`config.mk`:
```
export PLATFORM = sky130hd
export DESIGN_NAME = evr_map_decoder
export DESIGN_NICKNAME = d
export VERILOG_FILES = /design/src/rtl/evr_map_decoder_pkg.sv /design/src/rtl/evr_pulse_stretch.sv /design/src/rtl/evr_map_decoder.sv
export SDC_FILE = /design/constraint.sdc
export NUM_CORES = 1
export LEC_CHECK = 0
export CORE_ASPECT_RATIO = 1.75
export CORE_MARGIN = 4
export CORE_UTILIZATION = 45
export CTS_CLUSTER_SIZE = 30
export DETAILED_ROUTE_END_ITERATION = 16
export GPL_ROUTABILITY_DRIVEN = 1
export SYNTH_ARGS = -nofsm -noshare
export SYNTH_HDL_FRONTEND = slang
export SYNTH_SLANG_ARGS = --single-unit
```
`constraint.sdc`:
```
create_clock -name clk_i -period 14.45 [get_ports clk_i]
set_input_delay 4.335 -clock clk_i [delete_from_list [all_inputs] [get_ports clk_i]]
set_output_delay 4.335 -clock clk_i [all_outputs]
set_load 0.03 [all_outputs]
```
`src/rtl/evr_map_decoder_pkg.sv`:
```
// -----------------------------------------------------------------------------
// evr_map_decoder_pkg
// Shared EVR constants used by the mapping-RAM read-side decoder.
//   EVT_CODE_W        : width of a received event code
//   MAP_W             : width of a mapping-RAM word (one bit per trigger output)
//   NULL_CODE_DEFAULT : event code that is never decoded
//   RAM_RD_LATENCY    : read latency of the mapping RAM in clk_i cycles; the
//                       decoder pipeline is built around exactly this value
//   CNT_W / CNT_MAX   : width and saturation value of the decoded-event counter
// -----------------------------------------------------------------------------
package evr_map_decoder_pkg;

    localparam int EVT_CODE_W     = 8;
    localparam int MAP_W          = 16;
    localparam int RAM_RD_LATENCY = 1;
    localparam int CNT_W          = 16;

    localparam logic [EVT_CODE_W-1:0] NULL_CODE_DEFAULT = 8'h00;
    localparam logic [CNT_W-1:0]      CNT_MAX           = '1;

    // Saturating increment for the decoded-event counter.
    function automatic logic [CNT_W-1:0] sat_inc(input logic [CNT_W-1:0] value);
        return (value == CNT_MAX) ? value : value + 1'b1;
    endfunction

endpackage

```
`src/rtl/evr_pulse_stretch.sv`:
```
// -----------------------------------------------------------------------------
// evr_pulse_stretch
// Single-bit reloadable pulse stretcher. A load reloads the down-counter to
// PULSE_WIDTH (retrigger while active simply restarts the pulse); otherwise the
// counter decays to zero. The output is registered from the next counter value,
// so it rises on the edge after load and stays high for PULSE_WIDTH cycles.
// Ports:
//   clk_i   : clock
//   rst_i   : asynchronous active-high reset
//   load_i  : reload the counter this cycle
//   pulse_o : registered stretched pulse
// -----------------------------------------------------------------------------
module evr_pulse_stretch #(
    parameter int PULSE_WIDTH = 4
) (
    input  logic clk_i,
    input  logic rst_i,
    input  logic load_i,
    output logic pulse_o
);

    localparam logic [7:0] WIDTH = 8'(PULSE_WIDTH);

    logic [7:0] cnt;
    logic [7:0] cnt_nxt;

    always_comb begin
        // NOTE: default first so every path assigns cnt_nxt; otherwise a latch is inferred.
        cnt_nxt = cnt;
        if (load_i) begin
            cnt_nxt = WIDTH;
        end else if (cnt != 8'd0) begin
            cnt_nxt = cnt - 8'd1;
        end
    end

    always_ff @(posedge clk_i or posedge rst_i) begin
        if (rst_i) begin
            cnt     <= 8'd0;
            pulse_o <= 1'b0;
        end else begin
            cnt     <= cnt_nxt;
            pulse_o <= (cnt_nxt != 8'd0);
        end
    end

endmodule

```
`src/rtl/evr_map_decoder.sv`:
```
// -----------------------------------------------------------------------------
// evr_map_decoder
// Read side of the EVR mapping RAM. Accepted event codes become the RAM read
// address; the returned mapping word is captured and each set bit fires a
// fixed-width pulse on trig_o. Also counts decoded events (saturating).
//   stage 0 : accept event, drive rdaddr           (v1)
//   stage 1 : RAM registered read                  (v2)
//   stage 2 : capture RAMout into map_q, strobe
//   stage 3 : per-bit pulse stretchers -> trig_o
// Ports:
//   clk_i, rst_i   : clock, asynchronous active-high reset
//   event_code     : received event code
//   event_valid    : event_code qualifier
//   map_busy       : mapping RAM clear in progress; blocks new acceptance only
//   rdaddr         : mapping RAM read address
//   RAMout         : mapping word, valid one cycle after rdaddr
//   trig_o         : per-bit output pulses
//   trig_strobe_o  : one-cycle strobe when a mapping word is applied
//   evt_count_o    : saturating count of decoded events
// -----------------------------------------------------------------------------
module evr_map_decoder
    import evr_map_decoder_pkg::*;
#(
    parameter int                    PULSE_WIDTH = 4,
    parameter logic [EVT_CODE_W-1:0] NULL_CODE   = NULL_CODE_DEFAULT
) (
    input  logic                  clk_i,
    input  logic                  rst_i,
    input  logic [EVT_CODE_W-1:0] event_code,
    input  logic                  event_valid,
    input  logic                  map_busy,
    output logic [EVT_CODE_W-1:0] rdaddr,
    input  logic [MAP_W-1:0]      RAMout,
    output logic [MAP_W-1:0]      trig_o,
    output logic                  trig_strobe_o,
    output logic [CNT_W-1:0]      evt_count_o
);

    logic             accept;
    logic             v1;
    logic             v2;
    logic [MAP_W-1:0] map_q;

    assign accept = event_valid && (event_code != NULL_CODE) && !map_busy;

    // v2 aligns with RAMout because the RAM adds exactly RAM_RD_LATENCY (1)
    // cycle between rdaddr and its data.
    always_ff @(posedge clk_i or posedge rst_i) begin
        if (rst_i) begin
            v1            <= 1'b0;
            v2            <= 1'b0;
            rdaddr        <= '0;
            map_q         <= '0;
            trig_strobe_o <= 1'b0;
            evt_count_o   <= '0;
        end else begin
            // NOTE: non-blocking assignments so every stage samples the previous
            // cycle's value of the stage before it.
            v1 <= accept;
            if (accept) begin
                rdaddr      <= event_code;
                evt_count_o <= sat_inc(evt_count_o);
            end
            v2 <= v1;
            if (v2) begin
                map_q <= RAMout;
            end
            trig_strobe_o <= v2;
        end
    end

    for (genvar i = 0; i < MAP_W; i++) begin : g_pulse
        evr_pulse_stretch #(
            .PULSE_WIDTH (PULSE_WIDTH)
        ) u_pulse (
            .clk_i   (clk_i),
            .rst_i   (rst_i),
            .load_i  (trig_strobe_o && map_q[i]),
            .pulse_o (trig_o[i])
        );
    end

endmodule

```
# == Yosys cells after proc, flatten, opt, wreduce, memory -nomap -nowiden ==
# Index checks and enable logic that the tools add are counted.
# op_classes
add_sub_neg,17
bitwise,1
n_mux,32
n_reduce_logical,53
eq_ne,1
# op_table
operator,n
nonzero test 8 bit,33
2-to-1 mux 8 bit,32
"subtractor 8 x 1 -> 8 bit, second input constant",16
logical AND 1 bit,18
"adder 16 x 1 -> 16 bit, second input constant",1
"== test 16 bit, second input constant",1
AND reduction 2 bit,1
zero test 1 bit,1
inverter 1 bit,1
# word_totals
input_bits,28
reg_bits,187
output_inout_bits,41
wordCells,142

# == Depth between registers and ports, before layout ==
# Gate-level depths: netlist (run 1).
# logic_depth
word_depth,4
mapped_depth,9
mapped_depth_nobuf,7

# == Modules after synthesis ==
# Synthesis (run 1) repeated with hierarchy kept, for this count alone.
# hier_totals
cells_unflattened,989
area_unflattened_um2,10416.2
# by_module_without_submodules
mod,instances,cells_each,area_each_um2
evr_pulse_stretch (g_pulse[0].u_pulse ...),15,53,536.8
evr_map_decoder,1,141,1833.0
evr_pulse_stretch (g_pulse[11].u_pulse),1,53,531.8

# == Least setup slack after synthesis (run 1) ==
# OpenSTA, ideal clock, no wires.
# synth_path
path_kind,input port to flip-flop
start,input port map_busy
end,register evt_count_o[1]
cell_stages,5
arrival_ps,5437
n_path_buf,1
slack_ps,8888
t_required_ps,14325
cell_sequence,nand2b_1 -> a21o_1 -> buf_2 -> a21oi_1 -> mux2_2
# synth_via
elab_chain_cells,3
# synth_lines
element,line_no,text
"start, declared",evr_map_decoder.sv:31,"input logic map_busy,"
zero test 1 bit,evr_map_decoder.sv:44,assign accept = event_valid && (event_code != NULL_CODE) && !map_busy;
logical AND 1 bit,evr_map_decoder.sv:44,
AND reduction 2 bit (no source line),--,
"end signal, assigned",evr_map_decoder.sv:62,evt_count_o <= sat_inc(evt_count_o);
"end, declared",evr_map_decoder.sv:36,output logic [CNT_W-1:0] evt_count_o
# No other way between the ends.
# A chain may end at the register's enable or synchronous reset.

# == Worst setup path in the final report (run 1) ==
# layout_path
start,register evt_count_o[2]
end,output port evt_count_o[2]
# No word-level cell between the ends.

==> impl_metrics.env, run 1 <==
export IMPL_r2r_end="g_pulse[0].u_pulse.pulse_o"
export IMPL_clk_path_buf_depth=2
export IMPL_crit_type="register to output pin"
export IMPL_ios=69
export IMPL_synth_area_mm2=0.0101
export IMPL_cts_tree="yes"
export IMPL_postSynthCellCount=1072
export IMPL_first_pass_iters=4
export IMPL_ant_nets=0
export IMPL_die_y_um=206
export IMPL_hold_violations=0
export IMPL_rr_startpoint="g_pulse[0].u_pulse.cnt[0]"
export IMPL_fin_crit_sh_pct=41.2
export IMPL_fin_nets=1177
export IMPL_holdPathEnd="v2"
export IMPL_clk_pin_slew_ns=0.07
export IMPL_p_sw_share_pct=40.7
export IMPL_p_comb_share_pct=42.1
export IMPL_multi_input_area_mm2=0.00495
export IMPL_crit_fanout=7
export IMPL_synth_avg_cell_area_um2=9.39
export IMPL_hold_buffers=0
export IMPL_p_sw_mw=1.02
export IMPL_slowest_delay_ns=0.74
export IMPL_cp_startpoint="evt_count_o[2]"
export IMPL_clock_latency_ns=0.43
export IMPL_fmax_ghz=0.168
export IMPL_portBuffers=68
export IMPL_rsz0062_at_grt="no"
export IMPL_dr_total_vias=7639
export IMPL_relSlewSlack_pct=33.1
export IMPL_area_growth_syn_to_layout_pct=14.3
export IMPL_antenna_cells=0
export IMPL_via_per_inst=5.36
export IMPL_row_count=72
export IMPL_post_cts_buffers=0
export IMPL_drv_cap=0
export IMPL_irDropWorstVdd_v=0.0000944
export IMPL_coreArea_mm2=0.0221
export IMPL_drc=0
export IMPL_grt_start_max_net_pins=135
export IMPL_wl_per_cell_um=14.1
export IMPL_p_per_area_mw_per_mm2=217
export IMPL_outcome="completed"
export IMPL_die_area_mm2=0.0249
export IMPL_dp_cells=1393
export IMPL_postLayoutCellArea_mm2=0.0115
export IMPL_grt_overflow=0
export IMPL_final_common_cell="dfrtp_1"
export IMPL_arrival_ns=1.63
export IMPL_totalWireLength_mm=20.1
export IMPL_min_from="v1"
export IMPL_min_path_type="register to register"
export IMPL_instances_no_fill=1424
export IMPL_antenna_found_initial=0
export IMPL_initial_core_util_pct=45.6
export IMPL_hold_depth=0
export IMPL_crit_chain="clkdlybuf4s50_1"
export IMPL_seqCellArea_mm2=0.00468
export IMPL_power_mw=2.49
export IMPL_drive_gt1_share_pct=7.27
export IMPL_synth_fp_nets=1133
export IMPL_setup_slack_ns=8.49
export IMPL_critPathSlowestCell="clkdlybuf4s50_1"
export IMPL_synth_distinct_cells=73
export IMPL_r2r_cells=6
export IMPL_ys_ff_latch=187
export IMPL_synthFlopType="dfrtp_1"
export IMPL_cts_root_buf="clkbuf_16"
export IMPL_hold_slack_ns=0.355
export IMPL_clock_skew_ns=0.00627
export IMPL_cp_end_kind="output pin"
export IMPL_fin_util_pct=52.1
export IMPL_layout_common_cells="dfrtp_1, nor2_1, nand2_1"
export IMPL_cts_buffers=17
export IMPL_drv_slew=0
export IMPL_r2r_setup_slack_ns=12.25
export IMPL_crit_family="buffers and inverters"
export IMPL_dpl_instance_area_mm2=0.0109
export IMPL_grt_pass1_vias=7674
export IMPL_p_clk_share_pct=19.3
export IMPL_fillers=2088
export IMPL_synth_edff_count=0
export IMPL_tightest_slew_ns=1.00
export IMPL_synth_top_cell_by_area="dfrtp_1"
export IMPL_dp_worst_setup_slack_ns=8.11
export IMPL_tns_ns=0
export IMPL_ys_seq_area_share_pct=46.5
export IMPL_cp_start_kind="register"
export IMPL_htreeDepth=4
export IMPL_grt_usage_pct=17.1
export IMPL_power_internal_mw=1.48
export IMPL_pwr_share_seq_pct=38.6
export IMPL_synth_top_cell_area_share_pct=46.5
export IMPL_cts_sinks=187
export IMPL_die_w_um=121
export IMPL_drt_iter0_markers=316
export IMPL_synth_warning_count=0
export IMPL_synthArstFlopShare_pct=100
export IMPL_grt_pass1_wl_mm=35.1
export IMPL_gp_congestion=0.824
export IMPL_period_needed_ns=5.96
export IMPL_postCtsResizedCells=0
export IMPL_hpwl_mm=14.4
export IMPL_setup_viol=0
export IMPL_worst_endpoint_required_ns=10.11
export IMPL_synth_area_leaders="dfrtp_1, nor2_1, xnor2_1"
export IMPL_leakage_nw=4.92
export IMPL_critPathBufInv=1
-- state kept, by name, indices dropped and copies added (netlist names) --
signal                   count
g_pulse.u_pulse.cnt        128
evt_count_o                 16
g_pulse.u_pulse.pulse_o     16
map_q                       16
rdaddr                       8
trig_strobe_o                1
v1                           1
v2                           1
-- worst max-delay path by stage --
stage	slack [ns]	cells past startpoint	endpoint
final	8.49	1	evt_count_o[2]
after global routing	8.39	3	g_pulse[9].u_pulse.pulse_o
after CTS	8.46	1	evt_count_o[2]
after detailed placement	8.11	3	g_pulse[8].u_pulse.cnt[7]
after global placement	8.14	3	g_pulse[9].u_pulse.cnt[4]
after floorplan	5.03	1	evt_count_o[0]
-- cell families (layout without fill, tap and decap cells) --
kind of cell,Yosys count,count (layout),synth area share (%)
and+or+nand+nor,456,456,22.5
buffers and inverters,98,154,4.39
muxes,34,34,3.70
AOI/OAI and AO/OA,172,172,10.9
DFF,187,187,46.5
adders and majority gates,33,33,4.10
xor gates and xnor gates,92,92,8.00
-- cells in the mapped netlist (all sizes together), types with 3 or more instances --
library cell / count
mux2i: 8
ha: 33
xnor2: 67
or3: 9
o21ai: 31
nand2b: 9
nand4b: 5
o2bb2ai: 3
nand3b: 10
o31ai: 14
nor2: 163
mux2: 26
a221oi: 7
nor4b: 4
o21a: 3
buf: 24
a21oi: 65
and3: 8
nand4: 18
o211ai: 6
dfrtp: 187
nand2: 97
a31oi: 8
or4: 12
or2: 4
clkbuf: 21
and2: 10
inv: 53
nor3b: 6
nor3: 41
nor4: 19
a211oi: 9
nor2b: 6
xor2: 25
nand3: 28
-- power by group through the flow --
| stage | Sequential, mW | Combinational (mW) | Clock (mW) |
|---|---|---|---|
| floorplan | 0.901 | 0.883 | 0 |
| global placement | 0.968 | 1.04 | 0 |
| detailed placement | 0.970 | 1.06 | 0 |
| CTS | 0.963 | 1.07 | 0.497 |
| global route | 0.998 | 1.20 | 0.521 |
| finish | 0.963 | 1.05 | 0.481 |
-- cell type report --
cell class | count | area share, %
multi-input cells | 787 | 43.0
clock inverters | 13 | 1.45
clock buffers | 18 | 3.82
inverters | 53 | 1.79
repair buffers | 70 | 6.04
flip-flops and latches | 187 | 40.7
well taps | 296 | 3.22
-- per-layer routing --
layer | vias to the layer above | part of all wire (%) | GRT usage (%)
met4 | 0 | 2.0 | 6.44
met2 | 102 | 55 | 32.3
met1 | 3699 | 40 | 18.3
li1 | 3807 | - | -
met3 | 31 | 3.2 | 3.89
met5 | - | 0 | 0
Power figures use the tool's default switching activity.
==> inputs of run 2 (changes only) <==
--- a/config.mk
+++ b/config.mk
@@ -11,6 +11,7 @@
 export CTS_CLUSTER_SIZE = 30
 export DETAILED_ROUTE_END_ITERATION = 16
 export GPL_ROUTABILITY_DRIVEN = 1
+export PLACE_DENSITY = 0.66
 export SYNTH_ARGS = -nofsm -noshare
 export SYNTH_HDL_FRONTEND = slang
 export SYNTH_SLANG_ARGS = --single-unit
==> constraint.sdc (replaced) <==
create_clock -name clk_i -period 4.98 [get_ports clk_i]
set_input_delay 1.494 -clock clk_i [delete_from_list [all_inputs] [get_ports clk_i]]
set_output_delay 1.494 -clock clk_i [all_outputs]
set_load 0.03 [all_outputs]
==> impl_metrics.env, run 2 (synthesis gave the netlist of run 1 again) <==
export IMPL_fmax_ghz=0.322
export IMPL_leakage_nw=4.89
export IMPL_drv_slew=0
export IMPL_drv_cap=0
export IMPL_p_per_area_mw_per_mm2=621
export IMPL_cts_tree="yes"
export IMPL_cp_end_kind="output pin"
export IMPL_hold_buffers=0
export IMPL_period_needed_ns=3.11
export IMPL_ios=69
export IMPL_rsz0062_at_grt="no"
export IMPL_post_cts_buffers=0
export IMPL_drt_iter0_markers=300
export IMPL_drc=0
export IMPL_cts_buffers=17
export IMPL_via_per_inst=5.39
export IMPL_fin_nets=1177
export IMPL_antenna_cells=0
export IMPL_grt_usage_pct=16.8
export IMPL_min_path_type="register to register"
export IMPL_area_growth_syn_to_layout_pct=13.9
export IMPL_clock_skew_ns=0.00803
export IMPL_clk_path_buf_depth=2
export IMPL_row_count=72
export IMPL_die_y_um=206
export IMPL_htreeDepth=4
export IMPL_antenna_found_initial=0
export IMPL_tightest_slew_ns=1.11
export IMPL_postCtsResizedCells=0
export IMPL_layout_common_cells="dfrtp_1, nor2_1, nand2_1"
export IMPL_cts_sinks=187
export IMPL_totalWireLength_mm=19.7
export IMPL_die_w_um=121
export IMPL_initial_core_util_pct=45.6
export IMPL_power_internal_mw=4.19
export IMPL_setup_slack_ns=1.87
export IMPL_clock_latency_ns=0.43
export IMPL_coreArea_mm2=0.0221
export IMPL_outcome="completed"
export IMPL_grt_pass1_wl_mm=34.6
export IMPL_arrival_ns=1.62
export IMPL_crit_type="register to output pin"
export IMPL_worst_endpoint_required_ns=3.49
export IMPL_p_comb_share_pct=42.7
export IMPL_regMostFlops="g_pulse.u_pulse.cnt"
export IMPL_relSlewSlack_pct=25.9
export IMPL_critPathBufInv=1
export IMPL_grt_overflow=0
export IMPL_first_pass_iters=5
export IMPL_cp_start_kind="register"
export IMPL_crit_fanout=7
export IMPL_dp_worst_setup_slack_ns=1.57
export IMPL_portBuffers=68
export IMPL_critPathSlowestCell="clkdlybuf4s50_1"
export IMPL_clk_pin_slew_ns=0.07
export IMPL_crit_family="buffers and inverters"
export IMPL_largest_register_ffs=128
export IMPL_gp_congestion=0.838
export IMPL_crit_chain="clkdlybuf4s50_1"
export IMPL_tns_ns=0
export IMPL_wl_per_cell_um=13.8
export IMPL_hpwl_mm=13.9
export IMPL_cts_root_buf="clkbuf_16"
export IMPL_final_common_cell="dfrtp_1"
export IMPL_irDropWorstVdd_v=0.000233
export IMPL_slowest_delay_ns=0.72
export IMPL_drive_gt1_share_pct=7.17
export IMPL_p_sw_mw=2.94
export IMPL_setup_viol=0
export IMPL_dr_total_vias=7677
export IMPL_die_area_mm2=0.0249
export IMPL_p_sw_share_pct=41.2
export IMPL_pwr_share_seq_pct=39.1
export IMPL_grt_pass1_vias=7786
export IMPL_grt_start_max_net_pins=188
export IMPL_hold_violations=0
export IMPL_power_mw=7.13
export IMPL_ant_nets=0
export IMPL_fin_crit_sh_pct=62.4
export IMPL_p_clk_share_pct=18.1
[run 2: changes by cell type in the layout (fill, tap and decap cells not counted), moves of 2 or more]
cell	delta
inv_6	-2
bufinv_16	-2
clkbuf_1	+2
clkinvlp_4	+4
[run 2: power groups by stage]
stage                     Clock, mW  Sequential, mW  Combinational [mW]
after CTS                      1.35            2.79                3.07
after global routing           1.40            2.89                3.49
after detailed placement          0            2.81                3.06
after floorplan                   0            2.61                2.56
final                          1.29            2.79                3.05
after global placement            0            2.80                3.00
[run 2: area by class of cell]
| type | instances | area (um2) |
|---|---|---|
| clock buffers | 20 | 447 |
| fillers | 2080 | 10600 |
| inverters | 53 | 203 |
| clock inverters | 12 | 115 |
| flip-flops and latches | 187 | 4680 |
| multi-input cells | 787 | 4950 |
| well taps | 296 | 370 |
| repair buffers | 70 | 708 |
[run 2: path summary, 6_finish.rpt]
check	from	end	slack (ns)	cells after the start
max	evt_count_o[2]	evt_count_o[2]	1.87	1
min	v1	v2	0.35	0
max reg2reg	g_pulse[0].u_pulse.cnt[0]	g_pulse[0].u_pulse.pulse_o	2.79	6
min reg2reg	v1	v2	0.35	0
max in group asynchronous	rst_i	g_pulse[11].u_pulse.cnt[0]	2.47	3
min in group asynchronous	rst_i	g_pulse[14].u_pulse.pulse_o	1.60	3
[run 2: layer usage]
metal	track usage (%)	wire, um	up-vias	share of wire, %
li1	-	-	3808	-
met1	18.1	7950	3739	40
met2	31.6	10800	111	55
met3	3.83	705	19	3.6
met4	5.83	282	0	1.4
met5	0	0	-	0
[run 2: metrics by stage]
step                std cells  util [%]  hold slack (ns)  instance area [um2]
floorplan                1072         -            0.331                10100
global placement         1393      49.4            0.333                10900
detailed placement       1393      49.4            0.340                10900
CTS                      1425      52.0            0.357                11500
global route             1425      52.0            0.385                11500
finish                   1425      52.0            0.352                11500
==> inputs of run 3 (changes only) <==
==> constraint.sdc (replaced) <==
create_clock -name clk_i -period 2.58 [get_ports clk_i]
set_input_delay 0.774 -clock clk_i [delete_from_list [all_inputs] [get_ports clk_i]]
set_output_delay 0.774 -clock clk_i [all_outputs]
set_load 0.03 [all_outputs]
==> impl_metrics.env, run 3 (synthesis gave the netlist of run 1 again) <==
export IMPL_outcome="completed"
export IMPL_clk_path_buf_depth=2
export IMPL_fin_util_pct=52.5
export IMPL_slowest_delay_ns=0.72
export IMPL_routedLengthMet1_mm=7.96
export IMPL_grt_start_max_net_pins=66
export IMPL_die_w_um=121
export IMPL_hold_violations=0
export IMPL_postCtsResizedCells=0
export IMPL_final_common_cell="dfrtp_1"
export IMPL_critPathSlowestCell="clkdlybuf4s50_1"
export IMPL_clock_latency_ns=0.45
export IMPL_ios=69
export IMPL_die_area_mm2=0.0249
export IMPL_gp_congestion=0.855
export IMPL_wl_per_cell_um=13.8
export IMPL_dr_total_vias=7700
export IMPL_grt_pass1_vias=7865
export IMPL_antenna_found_initial=0
export IMPL_seqCellArea_mm2=0.00468
export IMPL_min_from="v1"
export IMPL_irDropWorstVdd_v=0.000503
export IMPL_crit_family="buffers and inverters"
export IMPL_area_growth_syn_to_layout_pct=15.1
export IMPL_post_cts_buffers=0
export IMPL_cp_end_kind="output pin"
export IMPL_crit_fanout=7
export IMPL_crit_type="register to output pin"
export IMPL_grt_usage_pct=17.0
export IMPL_cts_root_buf="clkbuf_16"
export IMPL_relSlewSlack_pct=54.6
export IMPL_coreArea_mm2=0.0221
export IMPL_setup_viol=0
export IMPL_rsz0062_at_grt="no"
export IMPL_cts_tree="yes"
export IMPL_multi_input_area_mm2=0.00495
export IMPL_grt_overflow=0
export IMPL_crit_chain="clkdlybuf4s50_1"
export IMPL_fillers=2007
export IMPL_die_y_um=206
export IMPL_fmax_ghz=0.415
export IMPL_drv_slew=0
export IMPL_regMostFlops="g_pulse.u_pulse.cnt"
export IMPL_drc=0
export IMPL_holdPathEnd="v2"
export IMPL_r2r_end="g_pulse[13].u_pulse.pulse_o"
export IMPL_r2r_cells=7
export IMPL_hold_slack_ns=0.347
export IMPL_totalWireLength_mm=19.8
export IMPL_min_path_type="register to register"
export IMPL_via_per_inst=5.37
export IMPL_arrival_ns=1.63
export IMPL_hold_depth=0
export IMPL_clk_pin_slew_ns=0.07
export IMPL_maxUsedRoutingLayer="met4"
export IMPL_hpwl_mm=14.4
export IMPL_leakage_nw=4.97
export IMPL_rr_startpoint="g_pulse[13].u_pulse.cnt[0]"
export IMPL_p_per_area_mw_per_mm2=1200
export IMPL_htreeDepth=4
export IMPL_ant_nets=0
export IMPL_row_count=72
export IMPL_initial_core_util_pct=45.6
export IMPL_fin_nets=1185
export IMPL_largest_register_ffs=128
export IMPL_first_pass_iters=6
export IMPL_cp_start_kind="register"
export IMPL_period_needed_ns=2.41
export IMPL_tns_ns=0
export IMPL_hold_buffers=0
export IMPL_r2r_setup_slack_ns=0.44
export IMPL_clock_skew_ns=0.00961
export IMPL_drt_iter0_markers=386
export IMPL_wl_met2_mm=10.6
export IMPL_met3_length_um=799
export IMPL_antenna_cells=0
export IMPL_portBuffers=68
export IMPL_cts_sinks=187
export IMPL_fin_crit_sh_pct=93.3
export IMPL_tightest_slew_ns=0.675
export IMPL_cts_buffers=17
export IMPL_layout_common_cells="dfrtp_1, nor2_1, nand2_1"
export IMPL_drive_gt1_share_pct=7.92
export IMPL_drv_cap=0
export IMPL_grt_pass1_wl_mm=34.9
export IMPL_postLayoutCellArea_mm2=0.0116
export IMPL_dpl_instance_area_mm2=0.0110
export IMPL_worst_endpoint_required_ns=1.81
export IMPL_critPathBufInv=1
-- run 3: worst max-delay path by stage --
stage	from	depth (start not counted)	to	slack (ns)
6_report	evt_count_o[2]	1	evt_count_o[2]	0.17
5_1_grt	evt_count_o[2]	1	evt_count_o[2]	0.08
4_1_cts	evt_count_o[2]	1	evt_count_o[2]	0.13
3_5_place_dp	event_code[1]	6	evt_count_o[5]	-0.03
3_3_place_gp	event_code[1]	6	evt_count_o[5]	0.03
2_1_floorplan	rst_i	1	evt_count_o[0]	-0.60
-- run 3: routing by layer --
layer | up-vias | global-route usage (%)
met1 | 3729 | 18.1
met2 | 110 | 31.5
met5 | - | 0
met3 | 25 | 4.76
met4 | 0 | 6.56
li1 | 3836 | -
-- run 3: area by class of cell --
class                   instances  share of cell area [%]
multi-input cells             787                    42.7
flip-flops and latches        187                    40.4
repair buffers                 78                    6.85
clock buffers                  18                    3.70
well taps                     296                    3.20
inverters                      53                    1.75
clock inverters                14                    1.40
-- run 3: where the power goes --
part | internal (mW) | switching [mW]
logic | 2.75 | 3.19
clock network | 1.45 | 1.17
registers | 4.01 | 1.37
total | 8.21 | 5.72
-- run 3: stage by stage --
stage               std cells  power, mW  setup WS (ns)
finish                   1433       13.9          0.172
floorplan                1072       9.99         -0.600
global placement         1401       11.2         0.0251
global route             1433       15.2         0.0826
detailed placement       1401       11.4        -0.0314
CTS                      1433       14.1          0.128
